### config.mk
export PLATFORM = sky130hd
export DESIGN_NAME = hs_elastic_fifo
export DESIGN_NICKNAME = d
export VERILOG_FILES = /design/src/rtl/hs_pkg.sv /design/src/rtl/hs_fifo_ram.sv /design/src/rtl/hs_elastic_fifo.sv
export SDC_FILE = /design/constraint.sdc
export NUM_CORES = 1
export LEC_CHECK = 0
export ABC_CLOCK_PERIOD_IN_PS = 2600
export BUFFER_PORTS_ARGS = -buffer_cell sky130_fd_sc_hd__buf_2
export CORE_ASPECT_RATIO = 1.5
export CORE_MARGIN = 10
export CORE_UTILIZATION = 30
export CTS_BUF_LIST = sky130_fd_sc_hd__clkbuf_4 sky130_fd_sc_hd__clkbuf_8
export DETAILED_ROUTE_END_ITERATION = 6
export GPL_ROUTABILITY_DRIVEN = 0
export REMOVE_ABC_BUFFERS = 1
export SETUP_SLACK_MARGIN = 0.3
export SLEW_MARGIN = 15
export SYNTH_ARGS = -nofsm -noshare
export SYNTH_HDL_FRONTEND = slang
export SYNTH_SLANG_ARGS = --single-unit
### constraint.sdc
create_clock -name clk -period 2.6 [get_ports clk]
set_input_delay 0.13 -clock clk [delete_from_list [all_inputs] [get_ports clk]]
set_output_delay 0.13 -clock clk [all_outputs]
set_load 0.01 [all_outputs]
### src/rtl/hs_pkg.sv
// -----------------------------------------------------------------------------
// hs_pkg
// Shared constants and helpers for the elastic handshake FIFO.
//   DEFAULT_DATA_W : default payload width
//   MAX_READY_LAT  : largest supported upstream in_ready observation lag
//   level_w()      : width of an occupancy counter that must hold 0..depth
// -----------------------------------------------------------------------------
package hs_pkg;

    localparam int DEFAULT_DATA_W = 32;
    localparam int MAX_READY_LAT  = 3;

    // Occupancy runs 0..depth inclusive, so one bit more than the pointer.
    function automatic int level_w(input int depth);
        return $clog2(depth) + 1;
    endfunction

endpackage

### src/rtl/hs_fifo_ram.sv
// -----------------------------------------------------------------------------
// hs_fifo_ram
// DEPTH x DATA_W storage for the elastic FIFO. One synchronous write port and
// one asynchronous (combinational) read port so the head entry falls through.
// Contents are deliberately not reset.
//   clk       : clock
//   i_wr_en   : write enable
//   i_wr_addr : write address
//   i_wr_data : write data
//   i_rd_addr : read address
//   o_rd_data : read data (combinational from i_rd_addr)
// -----------------------------------------------------------------------------
module hs_fifo_ram
    import hs_pkg::*;
#(
    parameter int DATA_W = DEFAULT_DATA_W,
    parameter int DEPTH  = 4
) (
    input  logic                     clk,
    input  logic                     i_wr_en,
    input  logic [$clog2(DEPTH)-1:0] i_wr_addr,
    input  logic [DATA_W-1:0]        i_wr_data,
    input  logic [$clog2(DEPTH)-1:0] i_rd_addr,
    output logic [DATA_W-1:0]        o_rd_data
);

    logic [DATA_W-1:0] r_mem [DEPTH];

    always_ff @(posedge clk) begin
        if (i_wr_en) begin
            r_mem[i_wr_addr] <= i_wr_data;
        end
    end

    assign o_rd_data = r_mem[i_rd_addr];

endmodule

### src/rtl/hs_elastic_fifo.sv
// -----------------------------------------------------------------------------
// hs_elastic_fifo
// First-word-fall-through FIFO whose in_ready is a registered credit that
// deasserts early enough for an upstream sender that observes it up to
// READY_LAT cycles late. Acceptance is based purely on real occupancy, never
// on in_ready, so words sent during the lag window are still stored.
//   clk, rst   : clock, asynchronous active-high reset
//   in_valid   : upstream word present
//   in_data    : upstream payload
//   in_ready   : registered credit to upstream
//   out_valid  : head entry present
//   out_data   : head entry
//   out_ready  : downstream accepts head
//   level      : current occupancy (0..DEPTH)
//   overflow   : sticky, a word arrived while full with no pop
//   ovf_clr    : synchronous clear of overflow
// -----------------------------------------------------------------------------
module hs_elastic_fifo
    import hs_pkg::*;
#(
    parameter int DATA_W    = DEFAULT_DATA_W,
    parameter int DEPTH     = 4,
    parameter int READY_LAT = 1
) (
    input  logic                        clk,
    input  logic                        rst,
    input  logic                        in_valid,
    input  logic [DATA_W-1:0]           in_data,
    output logic                        in_ready,
    output logic                        out_valid,
    output logic [DATA_W-1:0]           out_data,
    input  logic                        out_ready,
    output logic [level_w(DEPTH)-1:0]   level,
    output logic                        overflow,
    input  logic                        ovf_clr
);

    localparam int PTR_W = $clog2(DEPTH);
    localparam int LVL_W = level_w(DEPTH);

    localparam logic [LVL_W-1:0] FULL_LVL   = LVL_W'(DEPTH);
    // Highest post-edge level at which upstream may still be told "ready":
    // READY_LAT further blind pushes must still fit.
    localparam logic [LVL_W-1:0] RDY_THRESH = LVL_W'(DEPTH - 1 - READY_LAT);
    localparam logic [PTR_W-1:0] PTR_ONE    = PTR_W'(1);
    localparam logic [LVL_W-1:0] LVL_ONE    = LVL_W'(1);

    logic [PTR_W-1:0] r_wr_ptr;
    logic [PTR_W-1:0] r_rd_ptr;
    logic [LVL_W-1:0] r_level;
    logic             r_in_ready;
    logic             r_overflow;

    logic             w_pop;
    logic             w_push;
    logic             w_drop;
    logic             w_full;
    logic [LVL_W-1:0] w_level_next;

    assign w_full = (r_level == FULL_LVL);
    assign w_pop  = (r_level != '0) && out_ready;
    // A pop in the same cycle frees the slot, so full+pop still accepts.
    assign w_push = in_valid && (!w_full || w_pop);
    assign w_drop = in_valid && w_full && !w_pop;

    always_comb begin
        w_level_next = r_level;
        if (w_push && !w_pop) begin
            w_level_next = r_level + LVL_ONE;
        end else if (!w_push && w_pop) begin
            w_level_next = r_level - LVL_ONE;
        end
    end

    always_ff @(posedge clk or posedge rst) begin
        if (rst) begin
            r_wr_ptr   <= '0;
            r_rd_ptr   <= '0;
            r_level    <= '0;
            r_in_ready <= 1'b0;
            r_overflow <= 1'b0;
        end else begin
            // Power-of-two depth: natural binary wrap gives modulo DEPTH.
            if (w_push) begin
                r_wr_ptr <= r_wr_ptr + PTR_ONE;
            end
            if (w_pop) begin
                r_rd_ptr <= r_rd_ptr + PTR_ONE;
            end
            r_level    <= w_level_next;
            r_in_ready <= (w_level_next <= RDY_THRESH);
            // A fresh drop wins over a coincident clear.
            if (w_drop) begin
                r_overflow <= 1'b1;
            end else if (ovf_clr) begin
                r_overflow <= 1'b0;
            end
        end
    end

    hs_fifo_ram #(
        .DATA_W (DATA_W),
        .DEPTH  (DEPTH)
    ) u_ram (
        .clk       (clk),
        .i_wr_en   (w_push),
        .i_wr_addr (r_wr_ptr),
        .i_wr_data (in_data),
        .i_rd_addr (r_rd_ptr),
        .o_rd_data (out_data)
    );

    assign in_ready  = r_in_ready;
    assign out_valid = (r_level != '0);
    assign level     = r_level;
    assign overflow  = r_overflow;

endmodule

## Word level (Yosys, flattened, before mapping)

Memories as Yosys holds them, arrays and structs flattened.
Index checks and enable logic that the tools add are counted.

| cells by class | value |
|---|---|
| add/sub/neg operators | 4 |
| magnitude comparators | 1 |
| eq/ne operators | 1 |
| mux-type cells | 6 |
| reductions and logical operators | 12 |

Operator list:

| cell | number |
|---|---|
| 1-bit logical AND | 6 |
| 3-bit two-way mux | 2 |
| 2-bit by 1-bit adder with 2-bit output (second input constant) | 2 |
| 1-bit two-way mux | 4 |
| 3-bit by 1-bit adder with 3-bit output (second input constant) | 1 |
| 3-bit == test (second input constant) | 1 |
| 3-bit by 2-bit <= comparator with 1-bit output (second input constant) | 1 |
| 1-bit logical NOT | 3 |
| 3-bit nonzero test | 1 |
| 3-bit by 1-bit subtractor with 3-bit output (second input constant) | 1 |
| 2-bit nonzero test | 1 |
| 1-bit logical OR | 1 |

| word-level totals | value |
|---|---|
| word-level logic and storage cells | 30 |
| memories | 1 |
| memory bits (writable) | 128 |
| bits in registers | 9 |
| output and inout port bits | 38 |

Memories:

| memory | depth | bits a word | rd ports | clocked after Yosys merged registers in | write ports | line | text |
|---|---|---|---|---|---|---|---|
| u_ram.r_mem | 4 | 32 | 1 | 0 | 1 | hs_fifo_ram.sv:27 | `logic [DATA_W-1:0] r_mem [DEPTH];` |

## Logic depth before layout (Yosys ltp)

| logic depth | value |
|---|---|
| depth in word-level cells | 9 |
| gate-level depth with buffers | 6 |
| gate-level depth less buffers | 6 |

## Modules after synthesis

A second synthesis with hierarchy kept.

| unflattened totals | value |
|---|---|
| cell total of the unflattened synthesis | 223 |
| area total of the unflattened synthesis | 5,231.3 µm² |

By module, submodules not included:

| module | times used | sequential area each (µm²) | area an instance (µm²) | cells each |
|---|---|---|---|---|
| hs_fifo_ram | 1 | 3,843.7 | 4,689.5 | 171 |
| hs_elastic_fifo | 1 | 225.2 | 541.8 | 52 |

## Worst setup path after synthesis

Ideal clock, no wire load.

| timing | value |
|---|---|
| kind | flip-flop to flip-flop |
| start point | register r_level[0], in the netlist level[0] |
| end point | memory u_ram.r_mem[0][0] (netlist name) (enable) |
| cell stages (with the launch flop) | 6 |
| arrival time | 1.967 ns |
| slack | 0.241 ns |
| data required time | 2.208 ns |
| cell sequence | dfrtp_1 > inv_1 > ha_1 > nand2_1 > o21a_1 > and2_1 |

| between the ends | value |
|---|---|
| word-level cells in the longest chain between the ends | 6 |
| elaborated cells between the ends (all ways) | 8 |
| classes of those cells | eq/ne (1); mux (2); reduce/logical (5) |

RTL lines:

| item | line | text |
|---|---|---|
| start: declaration | hs_elastic_fifo.sv:50 | `logic [LVL_W-1:0] r_level;` |
| start signal: assignment | hs_elastic_fifo.sv:90 | `r_level <= w_level_next;` |
| 3-bit == test / 3-bit nonzero test (equally long branches) | hs_elastic_fifo.sv:60, hs_elastic_fifo.sv:61 |  |
| 1-bit logical NOT / 1-bit logical AND (equally long branches) | hs_elastic_fifo.sv:63, hs_elastic_fifo.sv:61 |  |
| 1-bit logical OR (*) | hs_elastic_fifo.sv:63 | `assign w_push = in_valid && (!w_full \|\| w_pop);` |
| 1-bit logical AND (*) | hs_elastic_fifo.sv:63 |  |
| 1-bit two-way mux (*) | hs_fifo_ram.sv:30 | `if (i_wr_en) begin` |
| 1-bit two-way mux (not written as such) (*) | hs_fifo_ram.sv:31 | `r_mem[i_wr_addr] <= i_wr_data;` |
| end: declaration | hs_fifo_ram.sv:27 |  |

Mark *: on every way between the ends. The rest lies on a longest branch, timed or not.

## Worst setup path after layout

| timing | value |
|---|---|
| start point | register r_level[0], in the netlist level[0] |
| end point | memory u_ram.r_mem[1][5] (netlist name) (enable) |

Same word-level chain as after synthesis.

==> Flow_metrics.wiki <==
{| class="wikitable"
! Metric !! Value
|-
| Number of setup violations in the final report || 0
|-
| Maximum buffer depth of the clock tree || 2
|-
| Endpoint of the worst hold path || level[1]
|-
| Buffering stage count on the worst path with inverters included || 2
|-
| Starting utilization of the core area || 30.3%
|-
| Final setup skew || about 16 ps
|-
| Slowest Stage Delay on Critical Path || 470 ps
|-
| Worst vdd rail ir drop || between 0.5 and 0.6 mV
|-
| Instance area after placement || just under 6000 um^2
|-
| CTS root buf || clkbuf_8
|-
| Syn Std Cell Area || 5230 um^2
|-
| Total of fill cells in the finished design || 1589
|-
| First-pass GRT wire length || between 15000 and 20000 um
|-
| Run status || complete, no violations
|-
| Combined area of the multi-input logic cells || between 1000 and 1500 um^2
|-
| Placement Setup Slack || around 450 ps
|-
| Seq/Total Area, Yosys || slightly below 80%
|-
| RR Startpoint || level[0]
|-
| Category of cells accounting for the largest share of critical-path delay || simple AND/OR/NAND/NOR gates
|-
| Number of global-route vias before repair || around 3000
|-
| Worst path slowest cell || dfrtp_1
|-
| PortBufs || 74
|-
| Summed area of non-filler cells in the final layout || around 6700 um^2
|-
| Headroom to the max-slew limit || approximately 61%
|-
| Avg WL per Cell || about 18 um
|-
| Cell count after synthesis || 230
|-
| Final TNS setup || 0 ps
|-
| Cell type with the highest aggregate area in the netlist || edfxtp_1
|-
| Highest Clock Rate || about 460 MHz
|-
| Synthesized area divided by synthesized cell count || between 20 and 25 um^2
|-
| CP startpoint kind || register
|-
| Number of hold violations in the final report || 0
|-
| Top area cells in the synthesized netlist || edfxtp_1 74%, mux4_2 14%, dfrtp_1 4.3%
|-
| Total GRT Usage || a little under a tenth
|-
| Number of clock sinks || between 100 and 150
|-
| Proportion of layout cells with a drive suffix above 1 || 40.9%
|-
| Nets@finish || 400
|-
| Initial antenna violation count || 2
|-
| Drt initial violations || between 150 and 200
|-
| Syn. warnings || 0
|-
| Required @ worst endpoint || between 2000 and 3000 ps
|-
| Max_cap viols || 0
|-
| Count of cells along the worst hold path || 2
|-
| Width of the die || between 100 and 150 um
|-
| TritonCTS clock tree || yes
|-
| Crit Reg-Reg Endpoint || u_ram.r_mem[1][5]
|-
| Relative area change from synthesis to final layout || 27.9%
|-
| Cell Rows || 59
|-
| Number of different library cells in the post-synthesis netlist || 30
|-
| Die area || between 20000 and 25000 um^2
|-
| Total wire length || 10400 um
|-
| Number of H-tree levels || 4
|-
| Largest driver fanout on the critical path || 23
|-
| Path type of the worst min-delay path || primary input to register
|-
| Worst r2r path cells || 6
|-
| Startpoint of the most critical hold path || out_ready
|-
| Setup repair after global routing missed its margin || true
|-
| Data arrival time of the critical path || between 2000 and 2500 ps
|-
| Worst slew pin tran || about 580 ps
|-
| Total area of sequential cells || between 4000 and 5000 um^2
|-
| Leak pwr || approximately 2.4 nW
|-
| Power Density || 1060 nW/um^2
|-
| GR Overflow Total || 0
|-
| Minimum setup slack among reg-to-reg paths || 430 ps
|-
| Minimum period implied by the final worst setup slack || about 2200 ps
|-
| Routed Antenna Nets || 0
|-
| Residual DRC count || 0
|-
| Clock transition at the registers of the reported paths || ~80 ps
|-
| Fin crit share || about 83%
|-
| Vias after detailed routing || about 2600
|-
| Final Max Tran Viols || 0
|-
| Crit Path Class || register to register
|-
| Iteration count of the initial detailed-routing pass || 4
|-
| HPWL after DPL || a little over 7000 um
|-
| Boundary Pins || 75
|-
| Clock buffers created by TritonCTS || 17
|-
| Die boundary height || about 180 um
|-
| Overall power after layout || just over 7 mW
|-
| Core Footprint || between 15000 and 20000 um^2
|-
| Setup slack of the critical path after layout || ~430 ps
|-
| Number of synthesized register bits || about 140
|-
| Critical Path, Cell by Cell || inv_1 -> ha_1 -> nand2_1 -> o21a_1 -> and2_2 -> buf_12
|-
| Clock network latency to the later pin of the worst-skew pair || between 400 and 500 ps
|-
| Crit. End Element || register
|-
| Post-synth top area share || approximately three quarters
|-
| Worst hold-check slack || roughly 44 ps
|-
| Number of vias per cell after detailed routing || about 4.5
|-
| Pin count of the biggest net entering global routing || 29
|-
| Post-CTS setup buffer count || 0
|}
[worst reg2reg max path, delay by kind of cell, from the launching register on]
family,cells,cell delay (ps)
DFF,1,470
and+or+nand+nor,2,500
AOI/OAI and AO/OA,1,230
adders and majority gates,1,300
buffers and inverters,2,360
[report_power, final]
group,switching (mW),leakage [nW],internal (mW)
Sequential,0.255,1.28,2.91
Clock,0.760,0.194,0.945
Combinational,1.11,0.883,1.10
Total,2.13,2.36,4.95
[cell type report]
cell class | instances | share of cell area, %
flip-flops and latches | 137 | 60.9
multi-input cells | 76 | 16.1
repair buffers | 117 | 12.5
well taps | 213 | 3.99
clock buffers | 18 | 3.61
clock inverters | 14 | 2.32
inverters | 7 | 0.393
diodes | 2 | 0.0749
[routing by layer]
metal / track usage [%] / share of wire [%] / vias to the layer above
met5: 0 / 0 / -
met4: 4.07 / 1.2 / 0
met3: 3.97 / 6.5 / 11
met2: 16.0 / 54 / 71
met1: 9.63 / 38 / 1335
li1: - / - / 1207
[synth_stat cells]
master / count
a21oi_1: 2
a311o_1: 1
a311oi_2: 1
and2_1: 4
and3_4: 1
buf_2: 5
buf_6: 2
clkbuf_1: 3
dfrtp_1: 9
edfxtp_1: 128
ha_1: 7
inv_1: 7
mux2i_1: 1
mux4_2: 32
nand2_1: 5
nand2b_1: 1
nand3_1: 1
nand3b_1: 1
nand3b_4: 1
nand4_1: 1
nor2_1: 2
o211ai_1: 1
o21a_1: 2
o21ai_0: 3
o221ai_1: 1
o22ai_1: 1
o32ai_1: 1
o41ai_1: 1
or2_2: 1
xnor2_1: 4
[placed cells by master, fill, tap and decap left out, types with 2 or more instances in the layout]
cell type      Yosys  routed
edfxtp_1         128     128
buf_2              5      74
dlygate4sd3_1      0      35
mux4_2            32      32
clkbuf_8           0      17
inv_1              7       7
ha_1               7       7
dfrtp_1            9       7
nand2_1            5       5
clkinv_1           0       5
xnor2_1            4       4
buf_12             0       4
o21ai_0            3       3
and2_2             0       3
bufinv_16          0       3
diode_2            0       2
o21a_1             2       2
nor2_1             2       2
a21oi_1            2       2
clkinvlp_4         0       2
clkinv_4           0       2
buf_4              0       2
buf_6              2       2
dfrtp_2            0       2
[worst max-delay path by stage]
stage	startpoint	endpoint	cells after the start
4_1_cts	r_rd_ptr[0]	out_data[27]	3
5_1_grt	level[0]	u_ram.r_mem[1][21]	6
6_report	level[0]	u_ram.r_mem[1][5]	6
3_5_place_dp	level[0]	u_ram.r_mem[3][0]	6
2_1_floorplan	level[0]	u_ram.r_mem[0][0]	5
3_3_place_gp	level[0]	u_ram.r_mem[1][0]	6
[metrics by stage]
step	cells	utilization, %
floorplan	220	-
global placement	515	34.3
detailed placement	515	34.3
CTS	582	38.6
global route	584	38.7
finish	584	38.7
[flip-flops by register name, summed over array words and instances, names as in the netlist]
register     count
in_ready         1
level            3
r_wr_ptr         2
overflow         1
u_ram.r_mem    128
r_rd_ptr         2
[logic make-up after synthesis]
logic type | after synthesis | synth area share [%]
AND/OR/NAND/NOR | 18 | 2.18
XOR/XNOR | 4 | 0.670
flip-flops | 137 | 77.9
AO/OA/AOI/OAI | 14 | 2.01
multiplexers | 33 | 14.0
buffers and inverters | 17 | 1.63
adder cells (fa/ha/maj) | 7 | 1.68
[what timing repair did]
item | 4_1_cts | 5_1_grt
cloned | 0 | 0
endpoints found under the hold margin | 138 | 0
hold buffers | 35 | 0
endpoints found under the setup margin | 2 | 13
gates resized for setup | 1 | 2
No activity file was read; power rests on OpenSTA's default activity.
